## config.mk

```make
export PLATFORM = sky130hd
export DESIGN_NAME = pdm_tx_modulator_flat
export DESIGN_NICKNAME = d
export VERILOG_FILES = /design/src/rtl/pdm_tx_if.sv /design/src/rtl/pdm_tx_modulator.sv /design/src/flat_wrapper.sv
export SDC_FILE = /design/constraint.sdc
export NUM_CORES = 1
export LEC_CHECK = 0
export ABC_AREA = 1
export BUFFER_PORTS_ARGS = -buffer_cell sky130_fd_sc_hd__buf_2
export CORE_MARGIN = 4
export CORE_UTILIZATION = 59
export DETAILED_ROUTE_END_ITERATION = 10
export GPL_ROUTABILITY_DRIVEN = 0
export PLACE_DENSITY_LB_ADDON = 0.2
export SYNTH_ARGS = -nofsm -noshare
export SYNTH_HDL_FRONTEND = slang
export SYNTH_SLANG_ARGS = --single-unit
```

## constraint.sdc

```tcl
create_clock -name clk_i -period 1.8 [get_ports clk_i]
set_input_delay 0.18 -clock clk_i [delete_from_list [all_inputs] [get_ports clk_i]]
set_output_delay 0.18 -clock clk_i [all_outputs]
set_load 0.02 [all_outputs]
```

## src/rtl/pdm_tx_if.sv

```systemverilog
// PCM sample handshake between a sample source and the PDM transmit modulator.
interface pdm_tx_if #(
  parameter int WIDTH = 8
) ();
  logic [WIDTH-1:0] sample_i;
  logic             sample_valid_i;
  logic             sample_ready_o;

  modport master (output sample_i, output sample_valid_i, input sample_ready_o);
  modport slave  (input sample_i, input sample_valid_i, output sample_ready_o);
endinterface

```

## src/rtl/pdm_tx_modulator.sv

```systemverilog
// First-order sigma-delta PDM transmitter: PCM samples in over valid/ready,
// PDM bitstream out with a divided bit clock and a one-entry sample buffer.
module pdm_tx_modulator #(
  parameter int FREQ_DIV = 32,
  parameter int WIDTH    = 8,
  parameter int OSR      = 128
) (
  input  logic     clk_i,
  input  logic     rst_ni,
  input  logic     en_i,
  pdm_tx_if.slave  smp,
  output logic     pdm_clk_o,
  output logic     pdm_data_o,
  output logic     underrun_o
);
  localparam int DIV_W = (FREQ_DIV > 2) ? $clog2(FREQ_DIV) : 1;
  localparam int BIT_W = $clog2(OSR);
  localparam logic [DIV_W-1:0] DIV_LAST = DIV_W'(FREQ_DIV - 1);
  localparam logic [DIV_W-1:0] DIV_HALF = DIV_W'(FREQ_DIV / 2);
  localparam logic [BIT_W-1:0] BIT_LAST = BIT_W'(OSR - 1);

  logic [DIV_W-1:0] div_cnt_q, div_cnt_d;
  logic [BIT_W-1:0] bit_cnt_q, bit_cnt_d;
  logic [WIDTH:0]   acc_q, acc_d;
  logic [WIDTH-1:0] cur_q, cur_d;
  logic [WIDTH-1:0] buf_q, buf_d;
  logic             buf_full_q, buf_full_d;
  logic             started_q, started_d;
  logic             pdm_clk_q, pdm_clk_d;
  logic             underrun_q, underrun_d;

  logic             bit_tick;
  logic             boundary;
  logic             transfer;
  logic [WIDTH:0]   sum;

  always_comb begin
    div_cnt_d  = div_cnt_q;
    bit_cnt_d  = bit_cnt_q;
    acc_d      = acc_q;
    cur_d      = cur_q;
    buf_d      = buf_q;
    started_d  = started_q;

    bit_tick = en_i && (div_cnt_q == DIV_LAST);
    boundary = bit_tick && (bit_cnt_q == BIT_LAST);
    transfer = smp.sample_valid_i && !buf_full_q;
    sum      = {1'b0, acc_q[WIDTH-1:0]} + {1'b0, cur_q};

    if (en_i) begin
      div_cnt_d = bit_tick ? '0 : div_cnt_q + 1'b1;
    end
    // Registered from the next count so the clock edge lines up with the data update.
    pdm_clk_d = (div_cnt_d >= DIV_HALF);

    if (bit_tick) begin
      acc_d     = sum;
      bit_cnt_d = bit_cnt_q + 1'b1;
    end

    if (transfer) begin
      buf_d = smp.sample_i;
    end
    if (boundary && buf_full_q) begin
      cur_d = buf_q;
    end
    buf_full_d = transfer || (buf_full_q && !boundary);
    started_d  = started_q || transfer;
    underrun_d = boundary && !buf_full_q && started_q;
  end

  always_ff @(posedge clk_i or negedge rst_ni) begin
    if (!rst_ni) begin
      div_cnt_q  <= '0;
      bit_cnt_q  <= '0;
      acc_q      <= '0;
      cur_q      <= '0;
      buf_q      <= '0;
      buf_full_q <= 1'b0;
      started_q  <= 1'b0;
      pdm_clk_q  <= 1'b0;
      underrun_q <= 1'b0;
    end else begin
      div_cnt_q  <= div_cnt_d;
      bit_cnt_q  <= bit_cnt_d;
      acc_q      <= acc_d;
      cur_q      <= cur_d;
      buf_q      <= buf_d;
      buf_full_q <= buf_full_d;
      started_q  <= started_d;
      pdm_clk_q  <= pdm_clk_d;
      underrun_q <= underrun_d;
    end
  end

  // The accumulator carry is the current PDM bit; idle forces both pins low.
  assign pdm_clk_o          = en_i & pdm_clk_q;
  assign pdm_data_o         = en_i & acc_q[WIDTH];
  assign underrun_o         = underrun_q;
  assign smp.sample_ready_o = ~buf_full_q;
endmodule
```

## src/flat_wrapper.sv

```systemverilog
// flat-port wrapper written by rule: the top's interface ports become plain ports
module pdm_tx_modulator_flat 
#(
  parameter int FREQ_DIV = 32,
  parameter int WIDTH    = 8,
  parameter int OSR      = 128
)
  (clk_i, rst_ni, en_i, pdm_clk_o, pdm_data_o, underrun_o, smp_sample_i, smp_sample_valid_i, smp_sample_ready_o);
  pdm_tx_if #(.WIDTH(WIDTH)) smp_i ();
  input  logic clk_i;
  input  logic rst_ni;
  input  logic en_i;
  output logic pdm_clk_o;
  output logic pdm_data_o;
  output logic underrun_o;
  input wire logic [$bits(smp_i.sample_i)-1:0] smp_sample_i;
  input wire logic [$bits(smp_i.sample_valid_i)-1:0] smp_sample_valid_i;
  output wire logic [$bits(smp_i.sample_ready_o)-1:0] smp_sample_ready_o;
  assign smp_i.sample_i = smp_sample_i;
  assign smp_i.sample_valid_i = smp_sample_valid_i;
  assign smp_sample_ready_o = smp_i.sample_ready_o;
  pdm_tx_modulator #(.FREQ_DIV(FREQ_DIV), .WIDTH(WIDTH), .OSR(OSR)) u_core (.clk_i(clk_i), .rst_ni(rst_ni), .en_i(en_i), .smp(smp_i), .pdm_clk_o(pdm_clk_o), .pdm_data_o(pdm_data_o), .underrun_o(underrun_o));
endmodule
```

=== After elaboration in Yosys (flattened, before gate mapping) ===
Index checks and enable logic that the tools add are counted.

* Register bits: 41
* Word-level logic and storage cells: 31
* Input port bits: 12
* Output and inout bits: 4

* Mux-type cells: 2
* $add $sub $neg: 3
* Equal/unequal tests: 2
* Order comparisons: 1
* Bitwise operators: 3
* Reduce and logical (&&, ||, !) cells: 11

{| class="wikitable"
|+ Operator list
! kind !! count
|-
| 5-bit two-way mux || 2
|-
| 8-bit by 8-bit adder with 9-bit output || 1
|-
| 7-bit by 1-bit adder with 7-bit output (second input constant) || 1
|-
| 7-bit == test (second input constant) || 1
|-
| 1-bit logical AND || 7
|-
| 5-bit by 1-bit adder with 5-bit output (second input constant) || 1
|-
| 5-bit == test (second input constant) || 1
|-
| 5-bit greater-or-equal comparator (second input constant) || 1
|-
| 1-bit bitwise AND || 2
|-
| 1-bit logical NOT || 2
|-
| 1-bit logical OR || 2
|-
| 1-bit inverter || 1
|}

=== Depth between registers and ports, before layout ===
* Depth after elaboration: 6
* Gate-level depth with buffers: 10
* Depth with buffers taken out: 10

=== Least setup slack after synthesis ===
No wires, ideal clock.

* Path type: reg2reg
* Start: register (tool-made name)
* End: register u_core.cur_q[6]
* Setup slack: 0.195 ns
* Library setup time: 0.117 ns
* Data required time: 1.683 ns
* Period minus slack after synthesis: 1.605 ns
* Path buffers: 1
* Cell stages (with the launch flop): 11
* Arrival: 1.488 ns
* Path through: dfrtp_1 ha_1 nand2_1 nor2_1 ha_1 nand2_4 nor3_4 nand2_2 buf_6 nand2_2 o21ai_2

{| class="wikitable"
|+ RTL lines
! item !! line !! source
|-
| end signal, assigned || pdm_tx_modulator.sv:87 || <nowiki>cur_q <= cur_d;</nowiki>
|-
| end, declared || pdm_tx_modulator.sv:25 || <nowiki>logic [WIDTH-1:0] cur_q, cur_d;</nowiki>
|}

==> metrics.md <==
| Metric | Value |
|---|---|
| Setup tns final | 0 ns |
| Synth Net Count | 257 |
| Launching element type of the critical path | flip-flop |
| CORE AREA | 3150 sq um |
| Switching portion of total power | 0.255 |
| Crit path cell chain | ha_2, nand2_1, nor2_1, ha_2, nand2_4, inv_2, nand2_1, nor2_2, nand3_2, xor2_1 |
| Rows | 20 |
| Crit path max-delay family | simple AND/OR/NAND/NOR gates |
| DR vias | 1566 |
| Clk root buf | clkbuf_4 |
| DR iter-0 viols | 126 |
| Fmax | 0.571 GHz |
| Crit path required time | 2.05 ns |
| Number of global-route vias before repair | 1529 |
| Syn avg cell area | 8.67 sq um |
| Peak VDD IR | 0.000845 V |
| Drt pass-1 iters | 4 |
| Status | complete, no violations |
| Yosys reg bits | 40 |
| RSZ-0062 raised after global routing | yes |
| Gate power share | 0.141 |
| Wirelength per Cell | 12.2 um |
| Final core utilization | 0.744 |
| Int Pwr | 1.70 mW |
| Relative slew slack | 0.668 |
| Setup crit end kind | flip-flop |
| Reg2Reg Depth | 10 |
| Crit-path max FO | 4 |
| Remaining DRCs | 0 |
| Min-delay src | smp_sample_i[5] |
| Slack of the worst reg-to-reg path | 0.05 ns |
| Reg area | 1000 sq um |
| Post-Synthesis Cells | 233 |
| Final hold violations | 0 |
| Clk Latency, worst-skew pair | 0.36 ns |
| HPWL after DPL | 2.42 mm |
| Congestion Overflow GR | 0 |
| Via density per instance | 5.13 |
| Placed cell count | 292 |
| Synth-to-layout area growth | 16.2% |
| Tot GR Track Use | 0.205 |
| Crit-path max cell delay | 0.43 ns |
| CTS Buf Count | 5 |
| Power Density | 971 nW/um^2 |
| DIE WIDTH | 66.5 um |
| Critical path buffers and inverters | 1 |
| Switch Pwr | 0.581 mW |
| Worst Tran Pin Value | 0.496 ns |
| Number of library cell types mapped by synthesis | 22 |
| Crit path DAT | 2.00 ns |
| H-tree Lvls | 2 |
| DIE AREA | 4420 sq um |
| Leading area contributor after synthesis | dfrtp_1 |
| Final period util | 0.973 |
| Multi-input logic area | 891 sq um |
| Fin cells | 305 |
| Largest net degree at the start of global routing | 41 |
| Worst path slowest cell | dfrtp_1 |
| Min Clock Period, post-route | 1.75 ns |
| Hold depth | 3 |
| Initial antenna violation count | 0 |
| Sequential area share after synthesis | 0.495 |
| Sequential cell fraction of total power | 0.473 |
| Reg-to-reg endpoint | u_core.bit_cnt_q[6]$_DFFE_PN0N_ |
| Setup-failing EPs final | 0 |
| Hold crit path type | input port to flip-flop |
| Synthesized area | 2020 sq um |
| Max Cap Viol | 0 |
| Clock power frac | 0.387 |
| Layout cells sized above 1 | 0.203 |
| Clock Sinks | 40 |
| Clock buffer depth | 2 |
| Nets | 284 |
| # port buffers | 15 |
| Clk pin slew, worst setup/hold paths | 0.12 ns |
| Worst Hold Endpoint | u_core.buf_q[5]$_DFFE_PN0P_ |
| Clock skew | 0.00934 ns |
| Pleak | 1.32 nW |
| Share of the synthesized area in the top cell type | 0.495 |
| Die Span Y | 66.5 um |
| Number of diodes | 0 |
| CTS tree | built |
| WL final | 3.73 mm |
| IO Count | 16 |
| Setup Crit Path Kind | flip-flop to flip-flop |
| Ys Warns | 0 |
| Global-route wire length before repair | 6.78 mm |
| Pins Over Slew Limit | 0 |
| Layout fillers | 251 |
| Starting Density | 0.641 |
| Synth top area cells | dfrtp_1, nand2_1, ha_1 |
| Remaining antenna violation count | 0 |
layer usage:
metal,GRT usage,vias to the layer above,wire length (um)
li1,-,790,-
met1,0.259,747,1690
met2,0.341,24,1840
met3,0.0506,5,133
met4,0.0761,0,63
met5,0,-,0
power by group through the flow:
stage	clock network (mW)	logic, mW	registers (mW)
3_5_place_dp	0	0.288	1.09
4_1_cts	0.891	0.305	1.07
6_report	0.881	0.321	1.08
2_1_floorplan	0	0.214	1.07
3_3_place_gp	0	0.276	1.09
5_1_grt	0.936	0.378	1.09
synthesized netlist by cell type:
cell,instances
nor3_4,1
nor2_1,16
nand2_1,61
or2_2,1
inv_2,1
buf_2,3
xor2_1,4
o21ai_2,8
o21ai_0,7
nand3_1,16
buf_6,2
a21oi_1,14
nor3_1,4
inv_1,33
xnor2_1,2
a31oi_1,2
nand3b_1,2
dfrtp_1,40
ha_1,11
nand2_4,1
nand2_2,3
fa_1,1
worst max-delay path by stage:
stage	from	to	slack, ns	cells after the start
after floorplan	flip-flop	u_core.cur_q[6]$_DFFE_PN0P_	0.20	10
after global placement	flip-flop	u_core.cur_q[5]$_DFFE_PN0P_	0.04	9
after detailed placement	flip-flop	u_core.cur_q[4]$_DFFE_PN0P_	-0.02	9
after CTS	flip-flop	u_core.cur_q[4]$_DFFE_PN0P_	0.03	9
after global routing	flip-flop	u_core.cur_q[0]$_DFFE_PN0P_	-0.04	9
final	flip-flop	u_core.bit_cnt_q[6]$_DFFE_PN0N_	0.05	10
cell usage in the layout (no fill, tap or decap), drive strengths merged, types with 3 or more instances in the layout:
cell type,instances
clkbuf,5
xor2,4
nor3,5
o21ai,15
nor2,16
bufinv,3
buf,23
nand3,16
dfrtp,40
ha,11
inv,34
a21oi,14
nand2,66
repair_timing:
item                                    4_1_cts  5_1_grt
pin swaps                                     0        4
cloned                                        0        1
endpoints found under the setup margin        9       14
gates resized for setup                       2        7
hold buffers                                  1        0
endpoints found under the hold margin        40        0
setup buffers                                 0        3
worst min-delay path: stages:
cell	delay, ns
buf_2	0.07
nor2_1	0.03
a21oi_1	0.10
kinds of logic (layout without fill, tap and decap cells):
kind of cell / Yosys count / in the layout / share of synthesized area
AND/OR/NAND/NOR: 105 / 106 / 0.226
flip-flops: 40 / 40 / 0.495
buffers and inverters: 39 / 66 / 0.0817
AO/OA/AOI/OAI: 31 / 31 / 0.0929
adder cells (fa/ha/maj): 12 / 12 / 0.0780
XOR/XNOR: 6 / 6 / 0.0260
stage by stage:
stage	hold WS [ns]	setup slack [ns]	total power, mW	area (sq um)
2_1_floorplan	-0.116	0.195	1.28	2020
3_3_place_gp	0.261	0.0448	1.36	2150
3_5_place_dp	0.259	-0.0160	1.38	2150
4_1_cts	0.0547	0.0254	2.27	2300
5_1_grt	0.0690	-0.0408	2.41	2350
6_report	0.0668	0.0477	2.28	2350
cell type report:
class	instances	share of cell area
clock buffers	5	0.0160
flip-flops and latches	40	0.426
clock inverters	3	0.0384
well taps	44	0.0235
repair buffers	24	0.0618
multi-input cells	155	0.380
inverters	34	0.0544
Note: power is estimated with default switching activity, not from simulation.
